<file path="config.mk">
export PLATFORM = sky130hd
export DESIGN_NAME = turn_sequencer
export DESIGN_NICKNAME = d
export VERILOG_FILES = /design/src/rtl/game_pkg.sv /design/src/rtl/turn_watchdog.sv /design/src/rtl/turn_sequencer.sv
export SDC_FILE = /design/constraint.sdc
export NUM_CORES = 1
export LEC_CHECK = 0
export CORE_ASPECT_RATIO = 0.6
export CORE_MARGIN = 4
export CORE_UTILIZATION = 30
export DETAILED_ROUTE_END_ITERATION = 12
export PLACE_DENSITY = 0.5
export SLEW_MARGIN = 20
export SYNTH_ARGS = -nofsm -noshare
export SYNTH_HDL_FRONTEND = slang
export SYNTH_SLANG_ARGS = --single-unit
export TNS_END_PERCENT = 5
</file>
<file path="constraint.sdc">
create_clock -name clk -period 14.01 [get_ports clk]
set_input_delay 2.802 -clock clk [delete_from_list [all_inputs] [get_ports clk]]
set_output_delay 2.802 -clock clk [all_outputs]
set_load 0.1 [all_outputs]
</file>
<file path="src/rtl/game_pkg.sv">
// game_pkg: turn-state encoding and default board geometry shared by the
// turn sequencer and the renderers (QBOX_X / FINISH_X come from here).
package game_pkg;

  localparam int TILE_W          = 4;
  localparam int TILE_X0_DEF     = 20;
  localparam int TILE_PITCH_DEF  = 60;
  localparam int FINISH_TILE_DEF = 10;
  localparam int QBOX_TILE_DEF   = 3;

  localparam int QBOX_X   = TILE_X0_DEF + QBOX_TILE_DEF * TILE_PITCH_DEF;
  localparam int FINISH_X = TILE_X0_DEF + FINISH_TILE_DEF * TILE_PITCH_DEF;

  typedef enum logic [2:0] {
    ST_IDLE,
    ST_ROLL,
    ST_ISSUE,
    ST_WAIT_DONE,
    ST_CHECK,
    ST_GAME_OVER
  } turn_state_t;

endpackage

</file>
<file path="src/rtl/turn_watchdog.sv">
// turn_watchdog: down-counter loaded on entry to the wait state; expire_o
// pulses in the LIMIT-th consecutive enabled cycle after the load.
module turn_watchdog #(
  parameter int LIMIT = 1 << 20
) (
  input  logic clk,
  input  logic rst_n,
  input  logic load_i,
  input  logic en_i,
  output logic expire_o
);

  localparam int CW = (LIMIT > 1) ? $clog2(LIMIT) : 1;
  localparam logic [CW-1:0] START = CW'(LIMIT - 1);

  logic [CW-1:0] cnt_q, cnt_d;

  // reload on load, otherwise count down to the terminal count and hold
  always_comb begin
    cnt_d = cnt_q;
    if (load_i) begin
      cnt_d = START;
    end else if (en_i && (cnt_q != '0)) begin
      cnt_d = cnt_q - CW'(1);
    end
  end

  // counter register
  always_ff @(posedge clk or negedge rst_n) begin
    if (!rst_n) cnt_q <= '0;
    else        cnt_q <= cnt_d;
  end

  assign expire_o = en_i && (cnt_q == '0);

endmodule

</file>
<file path="src/rtl/turn_sequencer.sv">
// turn_sequencer: two-player turn flow driving the ui_render move interface.
// Optional question-box bonus move: define TURN_SEQ_QBOX_BONUS_EN.
//
// state        | meaning
// -------------+-----------------------------------------------------
// ST_IDLE      | waiting for the active player's roll request
// ST_ROLL      | advance active player's tile, register its target x
// ST_ISSUE     | one-cycle pos_valid strobe, load watchdog
// ST_WAIT_DONE | waiting for turn_done or watchdog expiry
// ST_CHECK     | finish / bonus / hand over the turn
// ST_GAME_OVER | terminal until reset
module turn_sequencer
  import game_pkg::*;
#(
  parameter int TILE_X0        = TILE_X0_DEF,
  parameter int TILE_PITCH     = TILE_PITCH_DEF,
  parameter int FINISH_TILE    = FINISH_TILE_DEF,
  parameter int QBOX_TILE      = QBOX_TILE_DEF,
  parameter int QBOX_BONUS     = 2,
  parameter int TIMEOUT_CYCLES = 1 << 20
) (
  input  logic       clk,
  input  logic       rst_n,
  input  logic [1:0] roll_req,
  input  logic [2:0] dice_value,
  input  logic       turn_done,
  output logic [9:0] player1_pos_x,
  output logic [9:0] player2_pos_x,
  output logic       pos_valid,
  output logic       active_player,
  output logic [2:0] dice_shown,
  output logic       busy,
  output logic       game_over,
  output logic       winner,
  output logic       timeout_err
);

  localparam logic [TILE_W:0]   FIN_W  = (TILE_W + 1)'(FINISH_TILE);
  localparam logic [TILE_W-1:0] FIN_T  = TILE_W'(FINISH_TILE);
  localparam logic [9:0]        X0_RST = 10'(TILE_X0);

  turn_state_t       state_q, state_d;
  logic [TILE_W-1:0] tile1_q, tile1_d, tile2_q, tile2_d;
  logic [9:0]        pos1_q, pos1_d, pos2_q, pos2_d;
  logic [2:0]        dice_q, dice_d;
  logic              active_q, active_d;
  logic              winner_q, winner_d;
  logic              tmo_q, tmo_d;
  logic [TILE_W-1:0] cur_tile, new_tile;
  logic              upd;
  logic              wd_load, wd_en, wd_expire;

`ifdef TURN_SEQ_QBOX_BONUS_EN
  localparam logic [TILE_W-1:0] QBOX_T = TILE_W'(QBOX_TILE);
  logic bonus_used_q, bonus_used_d;
`else
  // bonus parameters stay in the interface so both builds share one instance
  logic unused_bonus_cfg;
  assign unused_bonus_cfg = ^{QBOX_TILE, QBOX_BONUS};
`endif

  // tile + increment, saturated at the finish tile (sum can exceed 4 bits)
  function automatic logic [TILE_W-1:0] tile_add(input logic [TILE_W-1:0] t,
                                                 input logic [TILE_W:0]   inc);
    logic [TILE_W:0] s;
    s = {1'b0, t} + inc;
    if (s > FIN_W) s = FIN_W;
    return s[TILE_W-1:0];
  endfunction

  function automatic logic [9:0] tile_x(input logic [TILE_W-1:0] t);
    return 10'(TILE_X0) + 10'(t) * 10'(TILE_PITCH);
  endfunction

  function automatic logic [2:0] clamp_dice(input logic [2:0] d);
    logic [2:0] r;
    case (d)
      3'd0:    r = 3'd1;
      3'd7:    r = 3'd6;
      default: r = d;
    endcase
    return r;
  endfunction

  assign cur_tile = active_q ? tile2_q : tile1_q;

  turn_watchdog #(.LIMIT(TIMEOUT_CYCLES)) u_watchdog (
    .clk      (clk),
    .rst_n    (rst_n),
    .load_i   (wd_load),
    .en_i     (wd_en),
    .expire_o (wd_expire)
  );

  // next-state and per-player tile/position updates
  always_comb begin
    state_d  = state_q;
    tile1_d  = tile1_q;
    tile2_d  = tile2_q;
    pos1_d   = pos1_q;
    pos2_d   = pos2_q;
    dice_d   = dice_q;
    active_d = active_q;
    winner_d = winner_q;
    tmo_d    = tmo_q;
    wd_load  = 1'b0;
    wd_en    = 1'b0;
    upd      = 1'b0;
    new_tile = cur_tile;
`ifdef TURN_SEQ_QBOX_BONUS_EN
    bonus_used_d = bonus_used_q;
`endif
    case (state_q)
      ST_IDLE: begin
        if (roll_req[active_q]) begin
          dice_d  = dice_value;
          state_d = ST_ROLL;
`ifdef TURN_SEQ_QBOX_BONUS_EN
          bonus_used_d = 1'b0;
`endif
        end
      end
      ST_ROLL: begin
        new_tile = tile_add(cur_tile, (TILE_W + 1)'(clamp_dice(dice_q)));
        upd      = 1'b1;
        state_d  = ST_ISSUE;
      end
      ST_ISSUE: begin
        wd_load = 1'b1;
        state_d = ST_WAIT_DONE;
      end
      ST_WAIT_DONE: begin
        wd_en = 1'b1;
        if (turn_done) begin
          state_d = ST_CHECK;
        end else if (wd_expire) begin
          tmo_d   = 1'b1;
          state_d = ST_CHECK;
        end
      end
      ST_CHECK: begin
        if (cur_tile == FIN_T) begin
          winner_d = active_q;
          state_d  = ST_GAME_OVER;
`ifdef TURN_SEQ_QBOX_BONUS_EN
        end else if ((cur_tile == QBOX_T) && !bonus_used_q) begin
          new_tile     = tile_add(cur_tile, (TILE_W + 1)'(QBOX_BONUS));
          upd          = 1'b1;
          bonus_used_d = 1'b1;
          state_d      = ST_ISSUE;
`endif
        end else begin
          active_d = ~active_q;
          state_d  = ST_IDLE;
        end
      end
      ST_GAME_OVER: state_d = ST_GAME_OVER;
      default:      state_d = ST_IDLE;
    endcase

    if (upd) begin
      if (active_q) begin
        tile2_d = new_tile;
        pos2_d  = tile_x(new_tile);
      end else begin
        tile1_d = new_tile;
        pos1_d  = tile_x(new_tile);
      end
    end
  end

  // state and datapath registers
  always_ff @(posedge clk or negedge rst_n) begin
    if (!rst_n) begin
      state_q  <= ST_IDLE;
      tile1_q  <= '0;
      tile2_q  <= '0;
      pos1_q   <= X0_RST;
      pos2_q   <= X0_RST;
      dice_q   <= '0;
      active_q <= 1'b0;
      winner_q <= 1'b0;
      tmo_q    <= 1'b0;
    end else begin
      state_q  <= state_d;
      tile1_q  <= tile1_d;
      tile2_q  <= tile2_d;
      pos1_q   <= pos1_d;
      pos2_q   <= pos2_d;
      dice_q   <= dice_d;
      active_q <= active_d;
      winner_q <= winner_d;
      tmo_q    <= tmo_d;
    end
  end

`ifdef TURN_SEQ_QBOX_BONUS_EN
  // bonus granted at most once per turn
  always_ff @(posedge clk or negedge rst_n) begin
    if (!rst_n) bonus_used_q <= 1'b0;
    else        bonus_used_q <= bonus_used_d;
  end
`endif

  assign player1_pos_x = pos1_q;
  assign player2_pos_x = pos2_q;
  assign pos_valid     = (state_q == ST_ISSUE);
  assign active_player = active_q;
  assign dice_shown    = dice_q;
  assign busy          = (state_q != ST_IDLE) && (state_q != ST_GAME_OVER);
  assign game_over     = (state_q == ST_GAME_OVER);
  assign winner        = winner_q;
  assign timeout_err   = tmo_q;

endmodule

</file>
==> out/metrics.cfg <==
[outcome]
outcome = finished clean

[timing]
finalCritPeriodShare_pct = 41.9
max_freq_mhz = 170
maxSlewViolCount = 0
maxSlewHeadroom_pct = 33.3
setup_viol = 0
final_hold_viol_count = 0
period_minus_slack_ps = 5870
rsz0062_at_grt = false
holdWs_ps = 459
worst_pin_slew_ps = 997
setup_tns_ps = 0
clock_skew_ps = 7.14

[grt]
met2_usage_pct = 16.7
grt_pass1_vias = 2352
overflow = 0
grt_use_met3_pct = 3.56
grt.total_usage_pct = 12.3
grt_start_max_net_pins = 54
met1_usage_pct = 18.9
antenna_found_initial = 0
grt_pass1_wl_mm = 12.2
busiest_layer = met1

[synth]
synth-seq-area-share_pct = 40.8
synth-adder-area-share_pct = 8.83
synth_flop_cell = dfrtp_1
synth_edf_count = 0
synth.area.mux_share_pct = 3.34
netlist_area_um2 = 3260
avgSynthCellArea_um2 = 9.34
synth_warnings = 0
synth_compound_area_share_pct = 12.1
yosysUniqueCellTypes = 56
synth_xor_area_share_pct = 6.72
ys_seq_elements = 53
synth_cells = 349
synth-simple-area-share_pct = 23.1
synthArstFlopShare_pct = 100
synth_top_family_by_area = simple AND/OR/NAND/NOR gates

[clock_network]
h-tree-depth = 2
clockRootBuffer = clkbuf_16
cts_made_buffers = 5
cts_buffer_depth = 2
clk_pin_slew_ps = 70
clock-sinks = 53
hold_buffers = 0
clk_latency_ps = 290
cts_setup_buffers = 0
cts_resized = 0
tritoncts = done

[setup_path]
path_cells = mux2_2 > ha_1 > fa_1 > xnor2_1 > nand2_1 > a21oi_1 > o21ai_0 > o22ai_1 > ha_1 > inv_1 > ha_1 > inv_1 > fa_1 > fa_1 > nand2b_1 > a21oi_1 > xnor2_1 > nand3_1 > or4_1 > nand3_1
cp.required_ps = 14240
crit_type = reg -> reg
cp.arrival_ps = 6100
crit_path_max_incr_delay_ps = 670
critPathLaunchType = register
crit_family = adder cells
worstPathBufferInverterCount = 2
end_kind = register
slowest_stage = dfrtp_1
cp_max_fo = 13

[placed_design]
portBuffers = 32
gp_congestion = 0.838
hpwl_mm = 5.40

[die]
num_rows = 29
die_y_um = 88.7
fp.dieW_um = 143
die_area_um2 = 12700
io_pins = 37
core_um2 = 10600
initial_core_util_pct = 30.8

[final_layout]
drive_gt1_share_pct = 8.73
n_fill_cell = 1070
antenna_cells = 0
finalNetCount = 405
flow.area_growth_from_synthesis_pct = 18.3

[route]
ant_nets = 0
wl_per_cell_um = 14.1
drc = 0
drt_iter0_drc = 127
vias = 2495
firstDrtPassIters = 4
via_per_inst = 4.83
wirelength_mm = 7.31

[run]
drv_cap = 0

[worst_hold_path]
hold_class = reg -> reg

==> through the flow <==
stage | instance area, µm² | setup WS, ps | std cells | util, %
2_1_floorplan | 3270 | 8160 | 352 | -
3_3_place_gp | 3690 | 8370 | 509 | 34.8
3_5_place_dp | 3690 | 8140 | 509 | 34.8
4_1_cts | 3860 | 8120 | 517 | 36.4
5_1_grt | 3860 | 7680 | 517 | 36.4
6_report | 3860 | 8140 | 517 | 36.4
==> path summary, 6_finish.rpt <==
check,to,start,slack [ps],depth (start not counted)
worst min register to register,timeout_err,timeout_err,460,1
worst max register to register,player2_pos_x[9],active_player,8140,20
worst max-delay path,player2_pos_x[9],active_player,8140,20
min in group asynchronous,state_q[0],rst_n,2630,2
worst min-delay path,timeout_err,timeout_err,460,1
max in group asynchronous,player1_pos_x[5],rst_n,10920,2
==> layer usage <==
metal / wire length [µm] / vias up
li1: - / 1247
met1: 4150 / 1202
met2: 2820 / 42
met3: 303 / 4
met4: 44 / 0
met5: 0 / -
==> worst reg2reg max path, delay by kind of cell (launching register included) <==
kind                       cells  cell delay (ps)
DFF                            1              670
adders and majority gates      6             2180
xor gates and xnor gates       2              450
buffers and inverters          2              160
AOI/OAI and AO/OA              4              850
and+or+nand+nor                5             1060
muxes                          1              440
==> area by class of cell <==
type	count	area, µm²	share of cell area, %
Sequential cell	53	1330	34.5
Multi-Input combinational cell	263	1780	46.1
Tap cell	139	174	4.51
Clock inverter	2	38.8	1.01
Clock buffer	6	129	3.34
Inverter	20	75.1	1.95
Timing Repair Buffer	34	330	8.57
==> synthesized netlist by cell type, types with 6 or more instances <==
| cell type | number | area [µm²] |
|---|---|---|
| or4_1 | 6 | 45.0 |
| nand2b_1 | 9 | 56.3 |
| o21ai_0 | 27 | 135 |
| ha_1 | 15 | 188 |
| xnor2_1 | 19 | 166 |
| a21oi_1 | 9 | 45.0 |
| nor3_1 | 8 | 40.0 |
| mux2_2 | 7 | 78.8 |
| dfrtp_1 | 49 | 1230 |
| nand3_1 | 14 | 70.1 |
| clkbuf_1 | 8 | 30.0 |
| xor2_1 | 6 | 52.6 |
| inv_1 | 20 | 75.1 |
| nor2_1 | 22 | 82.6 |
| nand2_1 | 50 | 188 |
==> state kept, by name, indices dropped and copies added (netlist names) <==
register and count:
tile1_q 4, timeout_err 1, u_watchdog.cnt_q 20, dice_shown 3
active_player 1, player1_pos_x 8, tile2_q 4, state_q 3
winner 1, player2_pos_x 8
==> logic make-up (layout without fill, tap and decap cells) <==
logic type / Yosys count / count (layout)
simple gates: 144 / 144
compound gates: 60 / 60
flops: 53 / 53
buf+inv: 36 / 62
other cells: 1 / 4
fa+ha+maj: 20 / 20
xor+xnor: 25 / 25
mux: 10 / 10
==> cell usage in the layout, fill, tap and decap left out, drive strengths merged, types with 7 or more instances in the layout <==
master         synthesis  layout
a21oi                  9       9
clkdlybuf4s50          0      31
dfrtp                 49      49
ha                    15      15
inv                   20      20
mux2                   7       7
nand2                 50      50
nand2b                10      10
nand3                 14      14
nor2                  22      22
nor3                   9       9
o21ai                 28      28
or4                    7       7
xnor2                 19      19
Power is not shown: default switching activity piles up to over one toggle a cycle in this logic, so the estimate is an artifact.
==> patch, RTL diff (same flow settings) <==
Build with the macro `TURN_SEQ_QBOX_BONUS_EN` defined.
--- a/src/rtl/turn_sequencer.sv
+++ b/src/rtl/turn_sequencer.sv
@@ -11,2 +11,4 @@
 // ST_GAME_OVER | terminal until reset
+`define TURN_SEQ_QBOX_BONUS_EN
+
 module turn_sequencer
Function: changed (Yosys sat finds a counterexample within 10 cycles, from zero or initial values and one cycle with rst_n low).
==> patch against the unedited design <==
Via count grew 9.2%; worst setup slack improved by 0.018 ns; routed wire length grew 13%; design area up 7.6%; die area increased by 8.4%; synthesized cell count increased by 7.4%; clock skew down 0.0011 ns; non-clock buffer count did not move; area after synthesis increased by 9.1%; critical path depth unchanged; sequential cell count grew 1; critical endpoint unchanged.
Power is left out: the tool's default activity adds up to more than one toggle a clock period on the data nets, which glitch-free logic cannot reach.
==> patch: results (changes against the unedited design) <==
----------------------------------------------------
[Run status]
  Result of the run ... complete, no violations

[Global routing]
  Wire length of the first global-routing pass ... 13,700 um (+12%)
  Vias in the first global route ... 2,555 (+8.6%)
  Antenna violations before repair ... 0 (unchanged)
  Tot GR Track Use ... 12.4% (+0.16 points)
  Pin count of the biggest net entering global routing ... 55 (+1.9%)

[Logic synthesis]
  Fraction of the mapped netlist area in compound gates ... 11.6% (-0.52 points)
  Synth async-reset ratio ... 100% (unchanged)
  Top cells by area in the synthesized netlist ... dfrtp_1 35%, ha_1 6.0%, mux2_2 5.7%
  Commonest cells post-synth ... 50 x dfrtp_1, 43 x nand2_1, 25 x inv_1, 25 x nor2_1
  Portion of the post-synthesis area used by sequential elements ... 38.1% (-2.7 points)
  Number of warning messages in the yosys log ... 0 (unchanged)
  Cell variety after synth ... 66 (+18%)
  Post-synthesis share of cell area spent on xor and xnor gates ... 4.68% (-2.0 points)
  Fraction of synthesized area in multiplexers ... 7.67% (+4.3 points)
  Synth Area in Adders ... 9.36% (+0.53 points)

[Place]
  Setup slack after placement ... 8.15 ns (+0.0135 ns)
  Buffers on Ports ... 32 (unchanged)
  Final estimated routing congestion in global placement ... 0.777 (-7.3%)
  Estimated wirelength of the detail-placed design ... 6230 um (+15%)

[Worst setup path]
  Kind of cell adding the most delay to the critical path ... adder cells
  Arrival time at the worst endpoint ... 6.08 ns (-0.02 ns)
  Largest stage delay on the critical path ... 0.64 ns (-0.03 ns)
  Crit path max fanout ... 14 (+1)
  Critical-path cell with the highest stage delay ... a311oi_1

[Route]
  Routed wire length ... 8230 um (+13%)
  Length of the first detailed-routing pass in iterations ... 4 (unchanged)
  Number of vias per cell after detailed routing ... 4.86 (+0.65%)
  Starting DRC count in detailed routing ... 209 (+65%)

[CTS]
  Max H-tree Level ... 2 (unchanged)
  Insertion delay to the later sink of the worst-skew pair ... 0.29 ns (about the same)
  Max Root-Sink Buffers ... 2 (unchanged)
  Cell at the root of the clock tree ... clkbuf_16
  Setup fix buffers added after clock tree synthesis ... 0 (unchanged)
  Number of gates given a new drive strength after cts ... 0 (unchanged)
  Clock transition at path regs ... 0.07 ns (about the same)
  Number of buffers added by the clock tree synthesis step ... 5 (unchanged)

[Cells and area]
  Diodes inserted ... 0 (unchanged)
  Number of flip-flops under the largest register name ... 20 (unchanged)
  Final-stage net count ... 431 (+6.4%)
  Share of final-layout standard cells stronger than drive strength 1 ... 12.2% (+3.5 points)
  Register ranked first by flip-flop count ... u_watchdog.cnt_q
  Filler Cells Inserted ... 1,153 (+7.8%)

[Timing]
  Final clock skew ... 0.00608 ns (-0.00106 ns)
  Slew @ Worst Pin ... 1.01 ns (+0.0105 ns)

[Worst hold path]
  Type of the most critical hold path ... flop to flop

----------------------------------------------------
[patch: cell families (layout without fill, tap and decap cells)]
kind of cell	Yosys count	count (layout)
AOI/OAI and AO/OA	61	61
buffers and inverters	44	67
xor gates and xnor gates	19	19
and+or+nand+nor	148	148
other	1	4
DFF	54	54
adders and majority gates	23	23
muxes	25	25
[patch: cell type report]
class / instances / area [sq um] / area share [%]
timing repair buffer: 34 / 330 / 7.96
tap: 160 / 200 / 4.83
sequential: 54 / 1360 / 32.7
clock inverter: 1 / 5.00 / 0.121
inverter: 25 / 93.8 / 2.26
multi-input combinational: 280 / 2020 / 48.7
clock buffer: 7 / 143 / 3.44
[patch: per-layer routing]
layer | track usage (%) | routed length [um]
met4 | 2.38 | 16
met1 | 21.2 | 4780
met3 | 2.98 | 448
met5 | 0 | 0
met2 | 15.0 | 2990
[patch: worst paths after layout]
kind	end	cells after the start	slack (ns)	start
worst max register to register	player2_pos_x[9]$_DFFE_PN0P_	20	8.16	active_player$_DFFE_PN0P_
max in group asynchronous	u_watchdog.cnt_q[2]$_DFFE_PN0P_	2	10.90	rst_n
min in group asynchronous	u_watchdog.cnt_q[15]$_DFFE_PN0P_	2	2.64	rst_n
worst max-delay path	player2_pos_x[9]$_DFFE_PN0P_	20	8.16	active_player$_DFFE_PN0P_
worst min register to register	player1_pos_x[2]$_DFFE_PN1P_	2	0.46	player1_pos_x[2]$_DFFE_PN1P_
worst min-delay path	player1_pos_x[2]$_DFFE_PN1P_	2	0.46	player1_pos_x[2]$_DFFE_PN1P_
[patch: through the flow]
step,area [sq um],hold slack (ns),instances
final,4150,0.460,561
after global routing,4150,0.482,561
after CTS,4150,0.461,561
after detailed placement,4000,0.451,553
after global placement,4000,0.449,553
after floorplan,3570,0.463,378
